### config.mk
export PLATFORM = sky130hd
export DESIGN_NAME = bist_session_ctrl
export DESIGN_NICKNAME = d
export VERILOG_FILES = /design/src/rtl/bist_pkg.sv /design/src/rtl/bist_session_ctrl.sv
export SDC_FILE = /design/constraint.sdc
export NUM_CORES = 1
export LEC_CHECK = 0
export ABC_AREA = 1
export ABC_CLOCK_PERIOD_IN_PS = 3100
export CORE_ASPECT_RATIO = 1.2
export CORE_MARGIN = 2
export CORE_UTILIZATION = 35
export DETAILED_ROUTE_END_ITERATION = 10
export GPL_ROUTABILITY_DRIVEN = 1
export PLACE_DENSITY = 0.55
export SETUP_SLACK_MARGIN = 0.15
export SLEW_MARGIN = 20
export SYNTH_ARGS = -nofsm -noshare
export SYNTH_HDL_FRONTEND = slang
export SYNTH_SLANG_ARGS = --single-unit
### constraint.sdc
create_clock -name clk -period 3.1 [get_ports clk]
set_input_delay 0.62 -clock clk [delete_from_list [all_inputs] [get_ports clk]]
set_output_delay 0.62 -clock clk [all_outputs]
set_load 0.1 [all_outputs]
### src/rtl/bist_pkg.sv
// rtl/bist_pkg.sv - shared BIST session types and constants
package bist_pkg;

    typedef enum logic [1:0] {
        ST_IDLE,
        ST_INIT,
        ST_RUN,
        ST_DONE
    } bist_state_t;

    localparam int NUM_PATTERNS_DEFAULT = 16;

    // Expected MISR signature of a fault-free datapath, checked by the datapath top.
    localparam logic [31:0] GOLDEN_SIGNATURE = 32'h5A3C_96E1;

endpackage

### src/rtl/bist_session_ctrl.sv
// rtl/bist_session_ctrl.sv - BIST session sequencer: datapath reset, pattern count, pass/fail capture
module bist_session_ctrl
    import bist_pkg::*;
#(
    parameter int NUM_PATTERNS = NUM_PATTERNS_DEFAULT,
    parameter int CNT_W        = 8
) (
    input  logic             clk,
    input  logic             reset,
    input  logic             start,
    input  logic             abort,
    input  logic             loop_en,
    input  logic             fault_detected,
    output logic             bist_rst,
    output logic             busy,
    output logic             done,
    output logic             pass,
    output logic             fail,
    output logic [CNT_W-1:0] fail_count
);

    generate
        if (NUM_PATTERNS < 1 || NUM_PATTERNS > 255 || (NUM_PATTERNS >> CNT_W) != 0) begin : g_bad_num_patterns
            $error("bist_session_ctrl: NUM_PATTERNS out of range for CNT_W");
        end
    endgenerate

    localparam logic [CNT_W-1:0] LAST_CNT = CNT_W'(NUM_PATTERNS);

    bist_state_t      state;
    bist_state_t      next_state;
    logic [CNT_W-1:0] cnt;
    logic             sample;

    always_comb begin
        next_state = state;
        sample     = 1'b0;
        case (state)
            ST_IDLE: if (start) next_state = ST_INIT;
            ST_INIT: next_state = ST_RUN;
            ST_RUN: begin
                if (cnt == LAST_CNT) begin
                    next_state = ST_DONE;
                    sample     = 1'b1;
                end
            end
            ST_DONE: if (start || loop_en) next_state = ST_INIT;
            default: next_state = ST_IDLE;
        endcase
        // Abort overrides every other request, including the sampling edge.
        if (abort) begin
            next_state = ST_IDLE;
            sample     = 1'b0;
        end
    end

    assign busy = (state == ST_INIT) || (state == ST_RUN);

    always_ff @(posedge clk or posedge reset) begin
        if (reset) begin
            state      <= ST_IDLE;
            cnt        <= '0;
            bist_rst   <= 1'b1;
            done       <= 1'b0;
            pass       <= 1'b0;
            fail       <= 1'b0;
            fail_count <= '0;
        end else begin
            state    <= next_state;
            bist_rst <= (next_state != ST_RUN);
            done     <= sample;
            cnt      <= (state == ST_RUN && next_state == ST_RUN) ? cnt + CNT_W'(1) : '0;
            if (sample) begin
                fail <= fault_detected;
                pass <= ~fault_detected;
                if (fault_detected && fail_count != '1) begin
                    fail_count <= fail_count + CNT_W'(1);
                end
            end else if (next_state == ST_INIT || (abort && busy)) begin
                // A result belongs to a completed session only; abort from DONE keeps it.
                pass <= 1'b0;
                fail <= 1'b0;
            end
        end
    end

endmodule

# Word level (Yosys, flattened, before mapping)
# Cells that the tools add are included.
# word_totals
register_bits	22
elab_cells	39
output_inout_bits	13
# op_classes
n_reduce_logical	9
bitwise_logic	1
mux	12
addsub	2
n_eq_ne	8
# ops
op	count
8-bit by 1-bit adder with 8-bit output, second input constant	2
8-bit by 5-bit == test with 1-bit output, second input constant	1
2-bit two-way mux	4
8-bit two-way mux	1
8-bit inequality test, second input constant	1
2-bit case mux with 4 select lines	1
2-bit == test, second input constant	3
1-bit two-way mux	6
2-bit by 1-bit == test with 1-bit output, second input constant	2
1-bit logical AND	3
1-bit logical OR	3
2-bit zero test	1
2-bit inequality test, second input constant	1
2-bit AND reduction	1
2-bit nonzero test	1
1-bit NOT	1

# Depth between registers and ports, before layout
# Gate-level depths: netlist of run 1.
# logic_depth
ltp_word	8
ltp_mapped	9

# Least setup slack after synthesis of run 1
# OpenSTA, ideal clock, no wires.
# synth_timing
path_type	register to register
startpoint	register fail_count[0]
endpoint	register fail_count[0]
arrival_ps	1920
path_buffers	1
t_required_ps	2941
path_stages_with_launch	9
slack_ps	1021
path_cell_list	dfrtp_1 ha_1 inv_1 nor2_2 nand3_1 nand2_1 nor2_2 buf_6 xor2_2
# synth_via
elab_chain_len	3
# synth_lines
element	line	rtl
from (decl)	bist_session_ctrl.sv:19	output logic [CNT_W-1:0] fail_count
from (signal assigned)	bist_session_ctrl.sv:77	fail_count <= fail_count + CNT_W'(1);
branches (longest 3 deep; another with 8-bit by 1-bit adder with 8-bit output)	n/a	
# Several ways; the timed one is not identified.
# A chain may end at the register's enable or synchronous reset.

# Worst setup path in the final report of run 1
# layout_timing
startpoint	register state[0]
endpoint	output busy
# layout_via
elab_chain_len	2
# layout_lines
element	line	rtl
from (decl)	bist_session_ctrl.sv:30	bist_state_t state;
from (signal assigned)	bist_session_ctrl.sv:69	state <= next_state;
2-bit by 1-bit == test with 1-bit output or 2-bit == test (tied branches)	bist_session_ctrl.sv:57	assign busy = (state == ST_INIT) || (state == ST_RUN);
1-bit logical OR (*)	bist_session_ctrl.sv:57	
to (decl)	bist_session_ctrl.sv:15	output logic busy,
# Mark *: on every way between the ends. The rest lies on a longest branch, timed or not.

==> impl_metrics.tcl, run 1 <==
set metrics [dict create \
    status "complete, no violations" \
    r2r_setup_slack_ns 1.16 \
    holdBufCountCts 0 \
    die-width_microns 58.5 \
    synth-async-reset-ratio 1.00 \
    cp.required_ns 2.48 \
    synth-compound-area-share 0.0512 \
    p_comb_frac 0.266 \
    ir_worst_vdd_uv 463 \
    cp_num_buf_inv 2 \
    end_kind "output port" \
    cp_top_family "flip-flops" \
    ant_nets 0 \
    hold_depth 1 \
    start_util 0.370 \
    synth.distinct_cells 25 \
    drive_gt1_frac 0.176 \
    synth_edf_count 0 \
    relSlewSlack 0.428 \
    fp.dieH_microns 69.4 \
    final_core_util 0.441 \
    muxShareOfSynthArea 0 \
    setup_viol 0 \
    cp.arrival_ns 1.38 \
    grt_pass1_wl_microns 4160 \
    drtIter0Drc 34 \
    worst_pin_slew_ns 0.857 \
    synth-simple-area-share 0.268 \
    ctsResizeCount 0 \
    hpwl_microns 1780 \
    routed_via_density 4.56 \
    syn_nets 168 \
    finalHoldViolCount 0 \
    pin_count 19 \
    r2r_cells 9 \
    drc 0 \
    startpoint_type "flip-flop" \
    p_sw_frac 0.348 \
    synth_area_per_cell_sq_um 8.05 \
    synth_top_family_by_area "simple AND/OR/NAND/NOR gates" \
    synth_adder_area_share 0.0702 \
    synth-seq-area-share 0.442 \
    fin_ws_ns 1.10 \
    core-area_sq_mm 0.00337 \
    ys_ff_latch 22 \
    synth_area_sq_mm 0.00125 \
    vias 972 \
    cts_setup_buffers 0 \
    clock-sinks 22 \
    clkLatencyLatePin_ns 0.27 \
    clkPwrFrac 0.297 \
    row_count 23 \
    instances_no_fill 213 \
    ys_warn_count 0 \
    cp.depth 3 \
    setup_tns_ns 0 \
    dpl_cell_area_sq_mm 0.00143 \
    path_clk_slew_ns 0.08 \
    min_path_type "flip-flop to flip-flop" \
    cts_buffer_depth 2 \
    critPathSlowestCell "dfrtp_1" \
    drt_wl_total_microns 2300 \
    grt_max_degree 23 \
    gp_congestion 0.775 \
    fmax_mhz 500 \
    cpPeakStageDelay_ns 0.40 \
    fin_crit_ns 2.00 \
    maxSlewViolCount 0 \
    avgRoutedWirePerCell_microns 10.8 \
    intPower_mw 0.461 \
    grt_use_total 0.132 \
    numCtsBuffers 3 \
    seq_power_share 0.437 \
    ys.flop_type "dfrtp_1" \
    place_inst 209 \
    power.leakage_nw 0.790 \
    crit_chain "inv_1 > ha_1 > buf_4" \
    n_antenna_cell 0 \
    port_buffers 18 \
    worstSetupPathType "flip-flop to output port" \
    clock_skew_ns 0.00445 \
    postSynthCellCount 155 \
    min_period_over_period 0.645 \
    layout.nets 190 \
    place_ws_ns 0.956 \
    cts_tree "built" \
    grt_overflow 0 \
    rsz0062_at_grt "false" \
    antenna_found_initial 0 \
    dieArea_sq_mm 0.00406 \
    synthXorXnorAreaFrac 0.0692 \
    fillers 346 \
    htreeDepth 1 \
    worst-path-max-fanout 4 \
    drt_pass1_iterations 5 \
    grt_pass1_vias 1010 \
    fin_area_sq_mm 0.00149 \
    power.switching_mw 0.246 \
    powerDensity_mw_per_mm2 476 \
    syn2layout_area_growth_pct 19.1 \
    cap_violations 0 \
    root_buffer "clkbuf_8" \
]
metal layers:
| layer | up-vias | GRT usage | routed length, microns |
|---|---|---|---|
| li1 | 513 | - | - |
| met1 | 434 | 0.157 | 1030 |
| met2 | 20 | 0.218 | 1130 |
| met3 | 5 | 0.0224 | 81 |
| met4 | 0 | 0.0724 | 57 |
| met5 | - | 0 | 0 |
through the flow:
stage	total power, mW	hold WS [ns]
global route	0.749	0.529
global placement	0.503	0.474
finish	0.707	0.504
CTS	0.717	0.503
detailed placement	0.505	0.493
floorplan	0.468	0.455
placed cells by master, fill, tap and decap left out, types with 3 or more instances in the layout:
cell / netlist / final
buf_4: 0 / 13
clkbuf_8: 0 / 4
clkdlybuf4s50_1: 0 / 5
dfrtp_1: 21 / 21
ha_1: 7 / 7
inv_1: 27 / 27
inv_2: 3 / 3
nand2_1: 36 / 36
nand2_2: 3 / 3
nand3_1: 10 / 10
nor2_1: 15 / 15
o21ai_0: 4 / 4
o21ai_1: 4 / 4
xor2_1: 7 / 7
path summary, 6_finish.rpt:
kind                                             end               start
min                                 cnt[0]$_DFF_PP0_    cnt[0]$_DFF_PP0_
max in group asynchronous         state[0]$_DFF_PP0_               reset
min in group asynchronous  fail_count[0]$_DFFE_PP0P_               reset
max                                             busy  state[0]$_DFF_PP0_
min reg2reg                         cnt[0]$_DFF_PP0_    cnt[0]$_DFF_PP0_
max reg2reg                fail_count[6]$_DFFE_PP0P_  state[0]$_DFF_PP0_
area by class of cell:
cell class                      instances  area [sq um]  share of cell area
Multi-Input combinational cell        102           572               0.385
Sequential cell                        22           552               0.372
Timing Repair Buffer                   18           148              0.0994
Inverter                               30           113              0.0758
Clock buffer                            4          55.1              0.0371
Tap cell                               37          46.3              0.0312
cells by family after synthesis:
kind of cell               after synthesis
AOI/OAI and AO/OA                       12
xor gates and xnor gates                 9
adders and majority gates                7
buffers and inverters                   31
DFF                                     22
and+or+nand+nor                         74
cells in the mapped netlist, drive strengths merged, types with 2 or more instances:
| library cell | n | area [sq um] |
|---|---|---|
| inv | 30 | 113 |
| nor3 | 2 | 10.0 |
| ha | 7 | 87.6 |
| a21oi | 2 | 10.0 |
| nand2 | 39 | 154 |
| nor2 | 19 | 91.3 |
| nand3 | 11 | 60.1 |
| o21ai | 8 | 40.0 |
| dfrtp | 21 | 526 |
| xor2 | 8 | 77.6 |
power by group through the flow:
stage / Sequential, mW / Combinational [mW] / Clock [mW]
after global placement: 0.314 / 0.189 / 0
after CTS: 0.309 / 0.191 / 0.217
after floorplan: 0.337 / 0.131 / 0
after detailed placement: 0.315 / 0.190 / 0
final: 0.309 / 0.188 / 0.210
after global routing: 0.312 / 0.208 / 0.229
registers in the layout (all words and copies together), names as in the netlist:
name,flops
fail,1
fail_count,8
cnt,8
state,2
pass,1
done,1
bist_rst,1
(Power assumes the default switching activity.)
==> run 2: changes to the inputs <==
Settings changed: ABC_CLOCK_PERIOD_IN_PS 3100 to 1600, PLACE_DENSITY 0.55 to 0.57.
Clock period 3.1 ns to 1.6 ns, I/O delays scaled along.
==> run 2 against run 1 <==
  * Flip-flop and latch count stayed put
  * Total power is 120% higher
  * Die area did not move
  * Sequential share of layout area fell by 7.0 points
  * Global-route usage rose by 1.4 points
  * Clock power is 87% higher
  * Clock-buffer cell count unchanged
  * Cell area grew 28%
==> impl_metrics.tcl, run 2 (same netlist as run 1, synthesis figures left out) <==
set metrics [dict create \
    status "complete, no violations" \
    antenna_found_initial 0 \
    cp.required_ns 1.28 \
    cp_num_buf_inv 2 \
    drtIter0Drc 27 \
    core-area_sq_mm 0.00337 \
    drc 0 \
    rsz0062_at_grt "true" \
    row_count 23 \
    min_path_type "primary input to asynchronous set/reset pin" \
    avgRoutedWirePerCell_microns 11.5 \
    htreeDepth 1 \
    top_regs "cnt: 8 flops, fail_count: 8 flops, state: 2 flops" \
    startpoint_type "flip-flop" \
    n_antenna_cell 0 \
    worst_pin_slew_ns 0.279 \
    vias 1052 \
    layout.nets 204 \
    fmax_mhz 656 \
    cpPeakStageDelay_ns 0.42 \
    clock-sinks 22 \
    dieArea_sq_mm 0.00406 \
    grt_overflow 0 \
    relSlewSlack 0.814 \
    gp_congestion 0.763 \
    hpwl_microns 1870 \
    min_period_over_period 0.952 \
    drive_gt1_frac 0.400 \
    holdBufCountCts 0 \
    ant_nets 0 \
    port_buffers 18 \
    cp.arrival_ns 1.20 \
    clkLatencyLatePin_ns 0.26 \
    ir_worst_vdd_uv 999 \
    pin_count 19 \
    crit_chain "inv_2 > ha_4 > buf_12" \
    fillers 301 \
    final_common_cell "nand2_1" \
    start_util 0.370 \
    power.leakage_nw 0.913 \
    cap_violations 0 \
    path_clk_slew_ns 0.08 \
    fp.dieH_microns 69.4 \
    drt_pass1_iterations 4 \
    clock_skew_ns 0.00808 \
    root_buffer "clkbuf_8" \
    worstSetupPathType "flip-flop to output port" \
    grt_pass1_wl_microns 4700 \
    cts_buffer_depth 2 \
    grt_max_degree 23 \
    powerDensity_mw_per_mm2 835 \
    mostFrequentLayoutCells "30 x nand2_1, 23 x inv_1, 13 x dfrtp_1, 13 x buf_12, 11 x buf_4" \
    final_core_util 0.563 \
    cts_tree "built" \
    dpl_cell_area_sq_mm 0.00169 \
    worst-path-max-fanout 3 \
    routed_via_density 4.63 \
    setup_viol 0 \
    cp_top_family "flip-flops" \
    syn2layout_area_growth_pct 51.9 \
    drt_wl_total_microns 2600 \
    end_kind "output port" \
    die-width_microns 58.5 \
    critPathSlowestCell "dfrtp_1" \
    fin_area_sq_mm 0.00189 \
    maxSlewViolCount 0 \
    finalHoldViolCount 0 \
    numCtsBuffers 3 \
    grt_pass1_vias 1122 \
    grt_use_total 0.146 \
    fin_crit_ns 1.52 \
]
-- run 2: cell type report --
class	instances	area (sq um)	share of cell area
clock buffer	4	55.1	0.0291
timing repair buffer	32	427	0.225
sequential	22	572	0.302
multi-input combinational	102	682	0.360
inverter	30	113	0.0594
tap	37	46.3	0.0244
-- run 2: report_power, final --
group	internal [mW]	leakage (nW)	total (mW)	switching, mW
Combinational	0.247	0.611	0.590	0.342
Sequential	0.581	0.273	0.600	0.0188
Clock	0.219	0.0288	0.393	0.174
-- run 2: final timing paths --
kind	slack (ns)	to	from	cells after the start
max	0.08	busy	state[1]$_DFF_PP0_	3
min	0.38	fail_count[1]$_DFFE_PP0P_	reset	3
max reg2reg	0.08	fail_count[2]$_DFFE_PP0P_	state[1]$_DFF_PP0_	8
min reg2reg	0.54	cnt[0]$_DFF_PP0_	cnt[0]$_DFF_PP0_	2
max in group asynchronous	0.93	bist_rst$_DFF_PP1_	reset	3
min in group clk	0.54	cnt[0]$_DFF_PP0_	cnt[0]$_DFF_PP0_	2
-- run 2: through the flow --
| step | worst slack (ns) | total power, mW | TNS, ns | cells | hold slack, ns |
|---|---|---|---|---|---|
| after floorplan | 0.0775 | 0.946 | 0 | 155 | 0.308 |
| after CTS | 0.125 | 1.56 | 0 | 227 | 0.390 |
| final | 0.0767 | 1.58 | 0 | 227 | 0.381 |
| after global routing | -0.0273 | 1.68 | -0.111 | 227 | 0.417 |
| after global placement | -0.00205 | 1.10 | -0.00205 | 216 | 0.468 |
| after detailed placement | -0.0106 | 1.10 | -0.0439 | 216 | 0.489 |
-- run 2: what timing repair did --
item	CTS	global route
buffers inserted	7	0
endpoints found under the hold margin	0	0
endpoints found under the setup margin	19	19
gates resized for setup	6	23
pin swaps	3	7
cloned	0	0
-- run 2: metal layers --
layer / global-route usage / wire (microns) / vias up
li1: - / - / 537
met1: 0.162 / 1040 / 489
met2: 0.261 / 1410 / 22
met3: 0.0243 / 92 / 4
met4: 0.0646 / 53 / 0
met5: 0 / 0 / -
-- run 2: worst min-delay path: cells and delay by family --
| kind | cells | cell delay [ns] |
|---|---|---|
| buf+inv | 3 | 0.71 |
